--- src/rtl/dmb_pkg.sv ---
// rtl/dmb_pkg.sv - shared types and constants for data_mem_bridge
package dmb_pkg;

    localparam int DMB_DATA_W  = 32;
    localparam int DMB_TIMEOUT = 255;

    localparam logic [1:0] DMB_ALIGNED = 2'b00;

    typedef enum logic [1:0] {
        ST_IDLE,
        ST_BUSY,
        ST_DONE
    } dmb_state_e;

endpackage

--- src/rtl/dmb_wbuf.sv ---
// rtl/dmb_wbuf.sv - single-entry posted write buffer (used only with DMB_WRITE_BUFFER_EN)
module dmb_wbuf
    import dmb_pkg::*;
#(
    parameter int DATA_W = DMB_DATA_W
) (
    input  logic              clk,
    input  logic              reset,
    input  logic              i_push,
    input  logic [DATA_W-1:0] i_addr,
    input  logic [DATA_W-1:0] i_data,
    input  logic              i_pop,
    output logic              o_valid,
    output logic [DATA_W-1:0] o_addr,
    output logic [DATA_W-1:0] o_data
);

    logic              r_valid;
    logic [DATA_W-1:0] r_addr;
    logic [DATA_W-1:0] r_data;

    always_ff @(posedge clk or posedge reset) begin
        if (reset) begin
            r_valid <= 1'b0;
            r_addr  <= '0;
            r_data  <= '0;
        end else if (i_push) begin
            r_valid <= 1'b1;
            r_addr  <= i_addr;
            r_data  <= i_data;
        end else if (i_pop) begin
            r_valid <= 1'b0;
        end
    end

    assign o_valid = r_valid;
    assign o_addr  = r_addr;
    assign o_data  = r_data;

endmodule

--- src/rtl/data_mem_bridge.sv ---
// rtl/data_mem_bridge.sv - stalls the core's data port across a req/ack data memory
// Optional posted write buffer enabled by defining DMB_WRITE_BUFFER_EN.
module data_mem_bridge
    import dmb_pkg::*;
#(
    parameter int DATA_W  = DMB_DATA_W,
    parameter int TIMEOUT = DMB_TIMEOUT
) (
    input  logic              clk,
    input  logic              reset,
    input  logic [DATA_W-1:0] cpu_addr,
    input  logic [DATA_W-1:0] cpu_wdata,
    input  logic              cpu_read,
    input  logic              cpu_write,
    output logic [DATA_W-1:0] cpu_rdata,
    output logic              cpu_stall,
    output logic              cpu_fault,
    output logic              mem_req,
    output logic              mem_we,
    output logic [DATA_W-1:0] mem_addr,
    output logic [DATA_W-1:0] mem_wdata,
    input  logic              mem_ack,
    input  logic [DATA_W-1:0] mem_rdata
);

    localparam int               CNT_W    = $clog2(TIMEOUT + 1);
    localparam logic [CNT_W-1:0] CNT_LAST = CNT_W'(TIMEOUT - 1);

    dmb_state_e        r_state;
    dmb_state_e        w_state_nxt;
    logic [CNT_W-1:0]  r_cnt;
    logic              r_mem_req;
    logic              r_mem_we;
    logic              r_fault;
    logic [DATA_W-1:0] r_mem_addr;
    logic [DATA_W-1:0] r_mem_wdata;
    logic [DATA_W-1:0] r_cpu_rdata;

    logic              w_req;
    logic              w_bad;
    logic              w_stall;
    logic              w_launch;
    logic              w_finish;
    logic              w_fault_set;
    logic              w_fail_rdata;
    logic              w_drain_busy;
    logic              w_launch_we;
    logic [DATA_W-1:0] w_launch_addr;
    logic [DATA_W-1:0] w_launch_data;

    assign w_req = cpu_read | cpu_write;
    assign w_bad = (cpu_read & cpu_write) | (cpu_addr[1:0] != DMB_ALIGNED);

`ifdef DMB_WRITE_BUFFER_EN
    logic              r_drain;
    logic              w_wb_valid;
    logic              w_wb_push;
    logic              w_drain_go;
    logic [DATA_W-1:0] w_wb_addr;
    logic [DATA_W-1:0] w_wb_data;

    dmb_wbuf #(.DATA_W(DATA_W)) u_wbuf (
        .clk     (clk),
        .reset   (reset),
        .i_push  (w_wb_push),
        .i_addr  ({cpu_addr[DATA_W-1:2], DMB_ALIGNED}),
        .i_data  (cpu_wdata),
        .i_pop   (w_finish & r_drain),
        .o_valid (w_wb_valid),
        .o_addr  (w_wb_addr),
        .o_data  (w_wb_data)
    );

    always_ff @(posedge clk or posedge reset) begin
        if (reset)           r_drain <= 1'b0;
        else if (w_drain_go) r_drain <= 1'b1;
        else if (w_finish)   r_drain <= 1'b0;
    end

    assign w_drain_busy = r_drain;
`else
    assign w_drain_busy = 1'b0;
`endif

    always_ff @(posedge clk or posedge reset) begin
        if (reset) r_state <= ST_IDLE;
        else       r_state <= w_state_nxt;
    end

    always_comb begin
        w_state_nxt   = r_state;
        w_stall       = 1'b0;
        w_launch      = 1'b0;
        w_finish      = 1'b0;
        w_fault_set   = 1'b0;
        w_fail_rdata  = 1'b0;
        w_launch_we   = cpu_write;
        w_launch_addr = {cpu_addr[DATA_W-1:2], DMB_ALIGNED};
        w_launch_data = cpu_wdata;
`ifdef DMB_WRITE_BUFFER_EN
        w_wb_push     = 1'b0;
        w_drain_go    = 1'b0;
`endif
        case (r_state)
            ST_IDLE: begin
`ifdef DMB_WRITE_BUFFER_EN
                // A pending posted write always drains before the core is served.
                if (w_wb_valid) begin
                    w_stall       = w_req;
                    w_launch      = 1'b1;
                    w_drain_go    = 1'b1;
                    w_launch_we   = 1'b1;
                    w_launch_addr = w_wb_addr;
                    w_launch_data = w_wb_data;
                    w_state_nxt   = ST_BUSY;
                end else if (w_req && !w_bad && cpu_write) begin
                    w_wb_push = 1'b1;
                end else
`endif
                if (w_req) begin
                    w_stall = 1'b1;
                    if (w_bad) begin
                        w_fault_set  = 1'b1;
                        w_fail_rdata = 1'b1;
                        w_state_nxt  = ST_DONE;
                    end else begin
                        w_launch    = 1'b1;
                        w_state_nxt = ST_BUSY;
                    end
                end
            end
            ST_BUSY: begin
                w_stall = w_drain_busy ? w_req : 1'b1;
                // Ack in the final counted cycle still wins over the timeout.
                if (mem_ack || (r_cnt == CNT_LAST)) begin
                    w_finish    = 1'b1;
                    w_fault_set = ~mem_ack;
                    w_state_nxt = w_drain_busy ? ST_IDLE : ST_DONE;
                end
            end
            ST_DONE: w_state_nxt = ST_IDLE;
            default: w_state_nxt = ST_IDLE;
        endcase
    end

    always_ff @(posedge clk or posedge reset) begin
        if (reset) begin
            r_cnt       <= '0;
            r_mem_req   <= 1'b0;
            r_mem_we    <= 1'b0;
            r_mem_addr  <= '0;
            r_mem_wdata <= '0;
            r_fault     <= 1'b0;
            r_cpu_rdata <= '0;
        end else begin
            r_fault <= w_fault_set;
            if (w_launch) begin
                r_mem_req   <= 1'b1;
                r_mem_we    <= w_launch_we;
                r_mem_addr  <= w_launch_addr;
                r_mem_wdata <= w_launch_data;
            end else if (w_finish) begin
                r_mem_req <= 1'b0;
            end
            r_cnt <= ((r_state == ST_BUSY) && !w_finish) ? r_cnt + 1'b1 : '0;
            if (w_fail_rdata)
                r_cpu_rdata <= '0;
            else if (w_finish && !w_drain_busy)
                r_cpu_rdata <= (mem_ack && !r_mem_we) ? mem_rdata : '0;
        end
    end

    // The stall gates the core clock, so it must drop the instant reset asserts.
    assign cpu_stall = w_stall & ~reset;
    assign cpu_fault = r_fault;
    assign cpu_rdata = r_cpu_rdata;
    assign mem_req   = r_mem_req;
    assign mem_we    = r_mem_we;
    assign mem_addr  = r_mem_addr;
    assign mem_wdata = r_mem_wdata;

endmodule

--- config.mk ---
export PLATFORM = sky130hd
export DESIGN_NAME = data_mem_bridge
export DESIGN_NICKNAME = d
export VERILOG_FILES = /design/src/rtl/dmb_pkg.sv /design/src/rtl/dmb_wbuf.sv /design/src/rtl/data_mem_bridge.sv
export SDC_FILE = /design/constraint.sdc
export NUM_CORES = 1
export LEC_CHECK = 0
export ABC_AREA = 1
export BUFFER_PORTS_ARGS = -buffer_cell sky130_fd_sc_hd__buf_4
export CORE_ASPECT_RATIO = 1.2
export CORE_MARGIN = 1
export CORE_UTILIZATION = 47
export CTS_CLUSTER_SIZE = 24
export DETAILED_ROUTE_END_ITERATION = 8
export PLACE_DENSITY = 0.8
export SLEW_MARGIN = 20
export SYNTH_ARGS = -nofsm -noshare
export SYNTH_HDL_FRONTEND = slang
export SYNTH_SLANG_ARGS = --single-unit
--- constraint.sdc ---
create_clock -name clk -period 3.9 [get_ports clk]
set_clock_uncertainty 0.05 [all_clocks]
set_input_delay 0 -clock clk [delete_from_list [all_inputs] [get_ports clk]]
set_output_delay 0 -clock clk [all_outputs]
set_load 0.05 [all_outputs]
==> impl_summary.log <==
[metrics] area of the mapped netlist: 4407 sq um
[metrics] number of warning messages in the yosys log: 0
[metrics] internal portion of total power: 0.002456 W
[metrics] Fin Setup TNS: 0 ns
[metrics] # Post-CTS Setup Buffers: 0
[metrics] number of I/O pins: 201
[metrics] count of state elements after synthesis: 107
[metrics] global-route usage over all layers: 0.2801
[metrics] cell count after synthesis: 488
[metrics] root buf cell: sky130_fd_sc_hd__clkbuf_8
[metrics] worst hold margin: 0.3177 ns
[metrics] final hold vios: 0
[metrics] commonest non-fill, non-tap cells in the layout: sky130_fd_sc_hd__buf_4 (202), sky130_fd_sc_hd__nand2_1 (195), sky130_fd_sc_hd__nand3_1 (112), sky130_fd_sc_hd__dfrtp_1 (107), sky130_fd_sc_hd__dlygate4sd3_1 (97)
[metrics] type of element capturing the critical path: register
[metrics] Slew Limit Fails: 0
[metrics] most common library cell in the layout ignoring fill and taps: sky130_fd_sc_hd__buf_4
[metrics] per-instance average area after synthesis: 9.030 sq um
[metrics] flip-flop cell with the highest count after synthesis: sky130_fd_sc_hd__dfrtp_1
[metrics] highest ir drop seen on vdd: 490.9 uV
[metrics] Port Buffers: 198
[metrics] Fmax achieved: 0.4472 GHz
[metrics] kind of start point of the critical path: register
[metrics] critical path data arrival time: 2.43 ns
[metrics] status: finished, final reports clean
[metrics] Worst Tran Pin Value: 0.8969 ns
[metrics] RSZ-0062 raised after global routing: false
[metrics] share of synthesized area occupied by flip-flops and latches: 0.6076
[metrics] maximum number of pins on one net before global-route repair: 76
[metrics] total die area: 9769 sq um
[metrics] maximum buffer depth of the clock tree: 2
[metrics] final core utilization: 0.7813
[metrics] die height: 108.1 um
[metrics] Worst EP required: 4.09 ns
[metrics] total detailed-routing wirelength: 13,640 um
[metrics] Setup violations, final: 0
[metrics] placed cell count: 778
[metrics] number of buffers inserted during clock tree synthesis: 9
[metrics] share of cells above drive strength 1: 0.2892
[metrics] Seq pwr share: 0.351
[metrics] count of placed standard cells in the final layout, fillers left out: 892
[metrics] initial antenna violation count: 1
[metrics] LEAKAGE: 3.886 nW
[metrics] Max Cap Violations: 0
[metrics] period utilization: 0.5734
[metrics] H-tree levels: 3
[metrics] num rows: 38
[metrics] classification of the worst-slack hold path: in2reg
[metrics] clock share of power: 0.178
[metrics] count of unresolved DRC violations after routing: 0
[metrics] post-synthesis cell type with the largest combined area: sky130_fd_sc_hd__dfrtp_1
[metrics] leading cell types by total area after synthesis: sky130_fd_sc_hd__dfrtp_1 (61%), sky130_fd_sc_hd__nand2_1 (17%), sky130_fd_sc_hd__nand3_1 (13%)
[metrics] via total after detailed routing: 4,526
[metrics] startpoint-to-endpoint class of the critical path: reg2reg
[metrics] wire length of the first global-routing pass: 21,490 um
[metrics] EDFF count, synth: 0
[metrics] initial core utilization: 0.4853
[metrics] post-DR vias/cell: 5.074
[metrics] TritonCTS clock tree: done
[metrics] dpl hpwl: 7647 um
[metrics] launch instance of the worst register-to-register path: r_state[1]
[metrics] Clock Latency Late Sink: 0.36 ns
[metrics] startpoint of the worst setup timing path: r_state[1]
[metrics] top fanout value on the critical path: 65
[metrics] DRC marker count from the first detailed-route iteration: 316
[metrics] switching power as a share of total power: 0.4547
[metrics] switching power of the nets: 0.002048 W
[metrics] placeable core region: 9081 sq um
[metrics] Post-synth ARST share: 1.000
[metrics] combinational share of power: 0.471
[metrics] post-layout net count: 870
[metrics] sink count of the clock tree: 107
[metrics] overall die width: 90.40 um
[metrics] total power density per cell area: 634.7 nW/um^2
[metrics] HP Start: mem_ack
[metrics] Max-Slew Margin vs Limit: 0.4020
[metrics] Synth cell types: 21
[metrics] area growth from synthesis to final layout: 61.02%
[metrics] overflow left after global routing: 0
[metrics] placer congestion estimate: 0.7781
[metrics] shortest clock period the worst path allows after layout: 2.236 ns
[metrics] residual antenna-violating net count after detailed routing: 0
[metrics] post-synth top area share: 0.6076
[metrics] internal reg-to-reg setup slack: 1.66 ns
[metrics] filler cell count in the final layout: 579
[metrics] wire length per cell: 15.29 um
[metrics] total iterations of the first detailed-routing run: 5
[metrics] clock-pin slew of the registers on the worst-case setup and hold paths: 0.10 ns
[metrics] number of global-route vias before repair: 4,535
==> per-layer routing <==
| metal | up-vias | GRT usage | part of all wire |
|---|---|---|---|
| met5 | - | 0 | 0 |
| met3 | 33 | 0.06188 | 0.073 |
| met4 | 0 | 0.1290 | 0.025 |
| met2 | 228 | 0.4913 | 0.51 |
| met1 | 2156 | 0.3308 | 0.39 |
| li1 | 2109 | - | - |
==> through the flow <==
step | cell area, sq um | power [W] | setup WS (ns)
after CTS | 7077 | 0.004486 | 1.361
after global routing | 7096 | 0.004688 | 1.518
after detailed placement | 5866 | 0.003608 | 1.388
final | 7096 | 0.004504 | 1.664
after floorplan | 4410 | 0.002944 | 1.033
after global placement | 5866 | 0.003571 | 1.465
==> cell families after synthesis <==
family / count (synthesis) / share of synthesized area
other cells: 1 / 0.0008510
simple gates: 326 / 0.3137
fa+ha+maj: 2 / 0.005678
buf+inv: 46 / 0.06218
xor+xnor: 3 / 0.005964
flops: 107 / 0.6076
compound gates: 3 / 0.003973
==> synthesized netlist by cell type, types with 2 or more instances <==
master	number
sky130_fd_sc_hd__nand3_1	112
sky130_fd_sc_hd__dfrtp_1	107
sky130_fd_sc_hd__inv_1	12
sky130_fd_sc_hd__nand2_1	195
sky130_fd_sc_hd__buf_1	5
sky130_fd_sc_hd__nor3_1	4
sky130_fd_sc_hd__xor2_1	3
sky130_fd_sc_hd__buf_2	12
sky130_fd_sc_hd__buf_4	3
sky130_fd_sc_hd__clkbuf_1	3
sky130_fd_sc_hd__nand2_2	2
sky130_fd_sc_hd__ha_1	2
sky130_fd_sc_hd__nor2_1	11
sky130_fd_sc_hd__buf_6	10
==> timing repair <==
action	CTS	global route
hold buffers	97	0
endpoints found under the hold margin	170	0
gates resized for setup	0	0
==> worst paths after layout <==
check,to,cells after the start
worst max-delay path,mem_addr[5],7
worst min-delay path,cpu_fault,3
worst max register to register,mem_addr[5],7
worst min register to register,mem_req,2
max in group asynchronous,mem_addr[17],4
min in group asynchronous,mem_we,3
==> critical path: stages (launching register included) <==
cell and delay, ns:
sky130_fd_sc_hd__dfrtp_1 0.37, sky130_fd_sc_hd__inv_1 0.06, sky130_fd_sc_hd__o21ai_1 0.11, sky130_fd_sc_hd__nor2_4 0.10, sky130_fd_sc_hd__buf_4 0.53, sky130_fd_sc_hd__nand2_4 0.56, sky130_fd_sc_hd__nand2_1 0.23, sky130_fd_sc_hd__nand2_1 0.08
==> power groups by stage <==
stage | Sequential (W) | Clock [W] | Combinational [W]
6_report | 0.00158 | 0.000802 | 0.00212
5_1_grt | 0.00161 | 0.000855 | 0.00222
4_1_cts | 0.00157 | 0.000816 | 0.00210
3_5_place_dp | 0.00159 | 0 | 0.00202
3_3_place_gp | 0.00158 | 0 | 0.00199
2_1_floorplan | 0.00257 | 0 | 0.000376
==> registers in the layout (all words and copies together) (netlist names) <==
signal	count
r_cnt	8
cpu_fault	1
mem_we	1
mem_req	1
mem_addr	30
r_state	2
mem_wdata	32
cpu_rdata	32
==> final cells by class <==
class / count / area (sq um) / area share
multi-input combinational: 336 / 1475 / 0.2079
sequential: 107 / 2678 / 0.3774
clock buffer: 11 / 141.4 / 0.01993
antenna: 1 / 2.502 / 0.0003527
clock inverter: 4 / 98.84 / 0.01393
timing repair buffer: 300 / 2499 / 0.3521
inverter: 13 / 51.30 / 0.007230
tap: 120 / 150.1 / 0.02116
Power figures use the tool's default switching activity.
